### src/rtl/regfile_exec.sv
// Register file and sequencer for the external 16-bit add/sub stage.
// Each command is read, executed, written back and reported on a one-cycle strobe.
module regfile_exec #(
    parameter int DATA_W = 16,
    parameter int NREG   = 16,
    parameter int ADDR_W = 4
) (
    input  logic              clk,
    input  logic              rst,
    input  logic              cmd_valid,
    output logic              cmd_ready,
    input  logic [1:0]        cmd_op,
    input  logic [ADDR_W-1:0] cmd_rd,
    input  logic [ADDR_W-1:0] cmd_rs1,
    input  logic [ADDR_W-1:0] cmd_rs2,
    input  logic [DATA_W-1:0] cmd_imm,
    output logic [DATA_W-1:0] as_d1,
    output logic [DATA_W-1:0] as_d2,
    output logic              as_sign,
    input  logic [DATA_W-1:0] as_out,
    output logic              rsp_valid,
    output logic [DATA_W-1:0] rsp_data,
    output logic              rsp_ovf,
    output logic              rsp_zero
);

    localparam logic [1:0] OP_LDI = 2'b00;
    localparam logic [1:0] OP_ADD = 2'b01;
    localparam logic [1:0] OP_SUB = 2'b10;
    localparam logic [1:0] OP_RD  = 2'b11;

    typedef enum logic [1:0] {
        IDLE,
        READ,
        EXEC,
        WB
    } state_t;

    state_t state, next_state;

    logic [DATA_W-1:0] regs [NREG];
    logic [1:0]        op_q;
    logic [ADDR_W-1:0] rd_q;
    logic [ADDR_W-1:0] rs1_q;
    logic [ADDR_W-1:0] rs2_q;
    logic [DATA_W-1:0] op_a;
    logic [DATA_W-1:0] op_b;
    logic              accept;
    logic              ovf_calc;

    assign accept = cmd_valid && cmd_ready;

    always_ff @(posedge clk or posedge rst) begin
        if (rst) begin
            state <= IDLE;
        end else begin
            state <= next_state;
        end
    end

    always_comb begin
        next_state = state;
        cmd_ready  = 1'b0;
        unique case (state)
            IDLE: begin
                cmd_ready = 1'b1;
                if (cmd_valid) begin
                    next_state = (cmd_op == OP_LDI) ? WB : READ;
                end
            end
            READ:    next_state = (op_q == OP_RD) ? WB : EXEC;
            EXEC:    next_state = WB;
            WB:      next_state = IDLE;
            default: next_state = IDLE;
        endcase
    end

    // Signed overflow judged on operand and result sign bits of the captured stage output.
    always_comb begin
        ovf_calc = 1'b0;
        if (op_q == OP_SUB) begin
            ovf_calc = (op_a[DATA_W-1] != op_b[DATA_W-1]) && (as_out[DATA_W-1] != op_a[DATA_W-1]);
        end else begin
            ovf_calc = (op_a[DATA_W-1] == op_b[DATA_W-1]) && (as_out[DATA_W-1] != op_a[DATA_W-1]);
        end
    end

    always_ff @(posedge clk or posedge rst) begin
        if (rst) begin
            for (int i = 0; i < NREG; i++) begin
                regs[i] <= '0;
            end
            op_q      <= OP_LDI;
            rd_q      <= '0;
            rs1_q     <= '0;
            rs2_q     <= '0;
            op_a      <= '0;
            op_b      <= '0;
            as_d1     <= '0;
            as_d2     <= '0;
            as_sign   <= 1'b0;
            rsp_valid <= 1'b0;
            rsp_data  <= '0;
            rsp_ovf   <= 1'b0;
            rsp_zero  <= 1'b0;
        end else begin
            rsp_valid <= 1'b0;
            unique case (state)
                IDLE: begin
                    if (accept) begin
                        op_q  <= cmd_op;
                        rd_q  <= cmd_rd;
                        rs1_q <= cmd_rs1;
                        rs2_q <= cmd_rs2;
                        if (cmd_op == OP_LDI) begin
                            rsp_valid <= 1'b1;
                            rsp_data  <= cmd_imm;
                            rsp_ovf   <= 1'b0;
                            rsp_zero  <= (cmd_imm == '0);
                        end
                    end
                end
                READ: begin
                    op_a <= regs[rs1_q];
                    op_b <= regs[rs2_q];
                    if (op_q == OP_RD) begin
                        rsp_valid <= 1'b1;
                        rsp_data  <= regs[rs1_q];
                        rsp_ovf   <= 1'b0;
                        rsp_zero  <= (regs[rs1_q] == '0);
                    end else begin
                        as_d1   <= regs[rs1_q];
                        as_d2   <= regs[rs2_q];
                        as_sign <= (op_q == OP_SUB);
                    end
                end
                EXEC: begin
                    rsp_valid <= 1'b1;
                    rsp_data  <= as_out;
                    rsp_ovf   <= ovf_calc;
                    rsp_zero  <= (as_out == '0);
                end
                WB: begin
                    // rsp_data doubles as the result register for write-back.
                    if (op_q != OP_RD) begin
                        regs[rd_q] <= rsp_data;
                    end
                end
                default: ;
            endcase
        end
    end

endmodule
### config.mk
export PLATFORM = sky130hd
export DESIGN_NAME = regfile_exec
export DESIGN_NICKNAME = d
export VERILOG_FILES = /design/src/rtl/regfile_exec.sv
export SDC_FILE = /design/constraint.sdc
export NUM_CORES = 1
export LEC_CHECK = 0
export CELL_PAD_IN_SITES_DETAIL_PLACEMENT = 1
export CELL_PAD_IN_SITES_GLOBAL_PLACEMENT = 2
export CORE_MARGIN = 3
export CORE_UTILIZATION = 44
export CTS_CLUSTER_DIAMETER = 150
export DETAILED_ROUTE_END_ITERATION = 6
export PLACE_DENSITY = 0.83
export SYNTH_ARGS = -nofsm -noshare
export SYNTH_HDL_FRONTEND = slang
export SYNTH_SLANG_ARGS = --single-unit
### constraint.sdc
create_clock -name clk -period 15.1 [get_ports clk]
set_clock_uncertainty 0.15 [all_clocks]
set_input_delay 4.53 -clock clk [delete_from_list [all_inputs] [get_ports clk]]
set_output_delay 4.53 -clock clk [all_outputs]
set_load 0.02 [all_outputs]
* Yosys cells after proc, flatten, opt, wreduce, memory -nomap -nowiden
Cells that the tools add are included.
** Storage, ports and cells
- Register bits after elaboration :: 356
- Latch bits :: 0
- RAM bits :: 0
- Bits in read-only memories :: 0
- Input bits :: 49
- Output and inout port bits :: 53
- Memories kept :: 0
** Cells by class
- $add $sub $neg :: 0
- Multipliers :: 0
- Div/mod/pow operators :: 0
- Magnitude comparators :: 4
- Equality and inequality tests :: 13
- Shifts and indexed selects :: 0
- Multiplexer cells :: 31
- Bitwise gates (word level) :: 4
- Reductions and logical operators :: 14
** Operator list (number)
- 256-bit bitwise mux :: 1
- 16-bit binary-select mux with 4-bit select :: 2
- 16-bit 2-to-1 mux :: 8
- 16-bit demux with 4-bit select :: 1
- 16-bit zero test :: 3
- 16-bit one-hot mux with 3 select lines :: 1
- 5-bit greater-or-equal comparator (second input constant) :: 3
- 4-bit NOT with 5-bit output :: 3
- 1-bit 2-to-1 mux :: 12
- 2-bit inequality test (second input constant) :: 5
- 1-bit one-hot mux with 3 select lines :: 3
- 2-bit == test (second input constant) :: 4
- 2-bit one-hot mux with 4 select lines :: 1
- 2-bit AND reduction :: 3
- 5-bit by 1-bit < comparator with 1-bit output (second input constant) :: 1
- 1-bit logical AND :: 4
- 2-bit zero test :: 2
- 2-bit 2-to-1 mux :: 2
- 4-bit AND reduction :: 1
- 3-bit nonzero test :: 1
- 2-bit by 1-bit == test with 1-bit output (second input constant) :: 1
- 1-bit inequality test :: 2
- 1-bit == test :: 1
- 1-bit NOT :: 1

* Logic depth before layout (Yosys ltp)
- Depth after elaboration :: 7
- Gate-level depth with buffers :: 8
- Gate-level depth less buffers :: 6

* Worst setup path after synthesis
Ideal clock, no wire load.
- Path type :: input-to-reg
- From :: input port cmd_op[1]
- To :: register rsp_zero
- Arrival :: 5572 ps
- Required time :: 14825 ps
- Slack :: 9253 ps
- Stages :: 7
- Cells stage by stage :: nor2_1 -> nand2_1 -> a221o_1 -> clkbuf_1 -> a31o_2 -> a31oi_1 -> a21oi_1
** Between the ends
- Word-level cells in the longest chain between the ends :: 3
** RTL lines
- from (decl) :: line 12 : input logic [1:0] cmd_op,
- 2-bit zero test :: line 115 : if (cmd_op == OP_LDI) begin
- 2-bit inequality test (no source line)
- 4-bit AND reduction (no source line)
- to (signal assigned) :: line 119 : rsp_zero <= (cmd_imm == '0);
- to (signal assigned) :: line 130 : rsp_zero <= (regs[rs1_q] == '0);
- to (signal assigned) :: line 141 : rsp_zero <= (as_out == '0);
- to (decl) :: line 24 : output logic rsp_zero
Every way passes these cells.
A chain may end at the register's enable or synchronous reset.

==> results.txt <==
----------------------------------------------------
[Yosys]
  Number of unique standard cell types used by synthesis ... 46
  Post-synthesis instance total ... between 1000 and 1500
  Post-synthesis net count ... around 1100
  Mean cell area of the mapped netlist ... 15.51 µm²
  Cell types with the largest area share after synthesis ... sky130_fd_sc_hd__dfrtp_1, sky130_fd_sc_hd__mux2_2, sky130_fd_sc_hd__mux4_2
  Flip-flop and latch count after synthesis ... 326
  Fraction of synthesized cell area taken by the top area cell type ... 49.43%
  Yosys Warn Count ... 0
  Post-synth EDFFs ... 0
  Proportion of synthesized chip area in sequential cells ... approximately half
  Post-synthesis instance area ... 0.01650 mm²
  Share of synthesized flip-flops with an asynchronous set or reset ... between 90% and 100%
  Cell type contributing the most total cell area after synthesis ... sky130_fd_sc_hd__dfrtp_1
  Most used DFF post-synth ... sky130_fd_sc_hd__dfrtp_1

[Route]
  Wirelength, routed ... between 40000 and 50000 µm
  Post-route DRC ... 0
  Vias per cell ... 6.306
  Number of routed nets with antenna violations ... 0
  Detailed router's first-iteration violation count ... 638
  Number of iterations in the first detailed-routing pass ... 5
  Routed wirelength normalized by instance count ... 29.49 µm
  Vias ... 10390

[Flow run]
  Max-cap violation count ... 0

[Power]
  Switching power as a share of total power ... 37.44%
  Switching pwr ... 0.001664 W
  Flop pwr share ... a little under two fifths
  Power density cells ... 231.2 mW/mm²
  Portion of total power attributed to the clock network ... 20.1%
  Leakage ... 8.558 nW
  Worst supply voltage drop on vdd ... 0.0001116 V
  Internal power consumption ... 0.002781 W
  Combinational share of power ... 43.0%

[Outcome]
  Status ... finished clean

[Clocking]
  Max clock buf depth ... 3
  Number of sinks on the clock net ... 326
  Clock tree from TritonCTS ... built
  Buffer type at the clock tree root ... sky130_fd_sc_hd__clkbuf_16
  Worst-path clk slew ... about 0.06 ns
  Clock latency at the later pin of the worst-skew pair ... 0.53 ns
  Post_cts resized ... 0
  Postcts setup bufs ... 0
  Number of buffers created by CTS ... 38
  Clock H-tree levels ... 2
  Hold-fix buffer count after cts ... 0

[Timing]
  Number of hold violations in the final report ... 0
  Headroom to the max-slew limit ... 27.62%
  Setup TNS ... 0 ns
  Unrepaired setup endpoints after global routing ... no
  Tightest Pin Transition ... 1.082 ns
  Time the worst path needs with I/O delays and setup ... approximately 7 ns
  Final period util ... 46.27%
  Final Max Tran Viols ... 0
  Minimum hold slack ... 0.3540 ns
  Final number of setup-violating endpoints ... 0
  Highest achievable clock rate ... 0.1431 GHz

[Global routing]
  M1 GR Usage ... 31.08%
  Number of antenna violations at the first check in global routing ... 0
  Global-route total usage across every layer ... around 25%
  Global routing met2 resource utilization ... 44.21%
  Largest net degree at the start of global routing ... about 130
  Number of global-route vias before repair ... 11460
  Overall overflow remaining after global route ... 0
  Peak-usage layer in the global routing report ... met2
  First-pass GRT wire length ... 72940 µm
  Met3 usage in global routing ... 4.013%

[Floorplan]
  Core area ... approximately 0.037 mm²
  Initial standard-cell utilization of the core ... between 40% and 50%
  Die height ... 199.7 µm
  Boundary Pins ... 102
  Die boundary width ... about 200 µm
  Die area ... 0.03987 mm²
  # rows ... 70

[Final layout]
  Count of antenna diodes in the layout ... 0
  Count of non-filler cells in the finished layout ... 1647
  Nets@finish ... between 1000 and 1500
  Final Core Density ... 52.26%
  Most common cell after layout, fill and taps aside ... sky130_fd_sc_hd__dfrtp_1
  Commonest cells after routing, fill and taps aside ... sky130_fd_sc_hd__dfrtp_1, sky130_fd_sc_hd__mux2_2, sky130_fd_sc_hd__mux4_2, sky130_fd_sc_hd__clkdlybuf4s50_1, sky130_fd_sc_hd__a22oi_1
  Combined area of the multi-input logic cells ... 0.007931 mm²
  Area growth, synth to finish ... 16.47%
  Fillcell total ... 3499
  Footprint of the flip-flops and latches ... 0.008168 mm²
  Fraction of layout cells with a size suffix above 1 ... 45.89%

[Place]
  Sum of net half-perimeters after detailed placement ... between 20000 and 30000 µm
  Count of port buffers added during placement ... 101
  Cell Count Post-Placement ... 1582
  GP Congestion ... 0.7863

[Setup path]
  Crit Reg-Reg Startpoint ... rs1_q[0]
  Crit path max fanout ... 133
  Worst Path Class, Setup ... input port to asynchronous set/reset pin
  Worst reg-to-reg setup slack ... 11.38 ns
  Start point of the critical path ... rst
  Worst Path Arrival ... 7.38 ns
  Data required time at the worst endpoint ... 15.49 ns
  Type of destination of the critical path ... asynchronous set/reset pin
  CP Launch Type ... input port

[Min path]
  Hold WC Path Type ... flip-flop to flip-flop
  Critical hold path startpoint ... regs[212]

----------------------------------------------------
power groups by stage:
stage	Combinational [W]	Sequential, W	Clock [W]
finish	0.00191	0.00164	0.000893
global route	0.00204	0.00170	0.000958
CTS	0.00193	0.00164	0.000914
detailed placement	0.00192	0.00165	0
global placement	0.00187	0.00161	0
floorplan	0.00138	0.00150	0
routing by layer:
metal	part of all wire, %	wire [µm]	vias to the layer above
met5	0	0	-
met4	3.5	1690	0
met3	5.0	2404	91
met2	52	25360	308
met1	39	19110	5680
li1	-	-	4307
cell usage after synthesis, types with 10 or more instances:
cell type,number
sky130_fd_sc_hd__a211oi_1,14
sky130_fd_sc_hd__mux2_1,16
sky130_fd_sc_hd__nor4_1,10
sky130_fd_sc_hd__mux4_2,143
sky130_fd_sc_hd__buf_2,15
sky130_fd_sc_hd__mux2_2,289
sky130_fd_sc_hd__nor2_1,22
sky130_fd_sc_hd__clkbuf_1,58
sky130_fd_sc_hd__a22oi_1,42
sky130_fd_sc_hd__nand2_1,39
sky130_fd_sc_hd__dfrtp_1,326
sky130_fd_sc_hd__a21o_1,14
logic make-up after synthesis:
| kind of cell | count (synthesis) | synth area share [%] |
|---|---|---|
| compound gates | 89 | 4.041 |
| xor+xnor | 1 | 0.05308 |
| fa+ha+maj | 4 | 0.3032 |
| buf+inv | 94 | 2.623 |
| flops | 326 | 49.43 |
| mux | 454 | 40.69 |
| simple gates | 96 | 2.866 |
path summary, 6_finish.rpt:
path	to	cells after the start
max in group clk	rsp_data[12]	1
min in group asynchronous	as_d2[7]	2
hold reg to reg	regs[212]	1
setup / recovery	op_q[0]	4
setup reg to reg	rsp_zero	7
hold / removal	regs[212]	1
metrics by stage:
step	worst slack, ns	cell area (µm²)	total power (W)
global route	7.688	19220	0.004699
floorplan	1.394	16500	0.002880
global placement	7.438	18010	0.003488
CTS	7.953	19220	0.004489
detailed placement	7.401	18010	0.003570
finish	8.113	19220	0.004445
sequential cells by signal, summed over array words and instances (netlist names), 4 cells and up:
signal	flops
regs	256
as_d1	16
as_d2	16
rsp_data	16
rd_q	4
rs1_q	4
rs2_q	4
critical path, cell delays in order:
cell	delay, ns
sky130_fd_sc_hd__clkdlybuf4s50_1	0.49
sky130_fd_sc_hd__inv_8	0.65
sky130_fd_sc_hd__buf_4	0.80
sky130_fd_sc_hd__buf_4	0.77
area by class of cell:
| type | instances | share of cell area (%) |
|---|---|---|
| Sequential cell | 326 | 42.49 |
| Timing Repair Buffer | 139 | 6.743 |
| Inverter | 5 | 0.1367 |
| Tap cell | 468 | 3.046 |
| Clock buffer | 59 | 6.157 |
| Multi-Input combinational cell | 644 | 41.26 |
| Clock inverter | 6 | 0.1692 |
No activity file was read; power rests on OpenSTA's default activity.
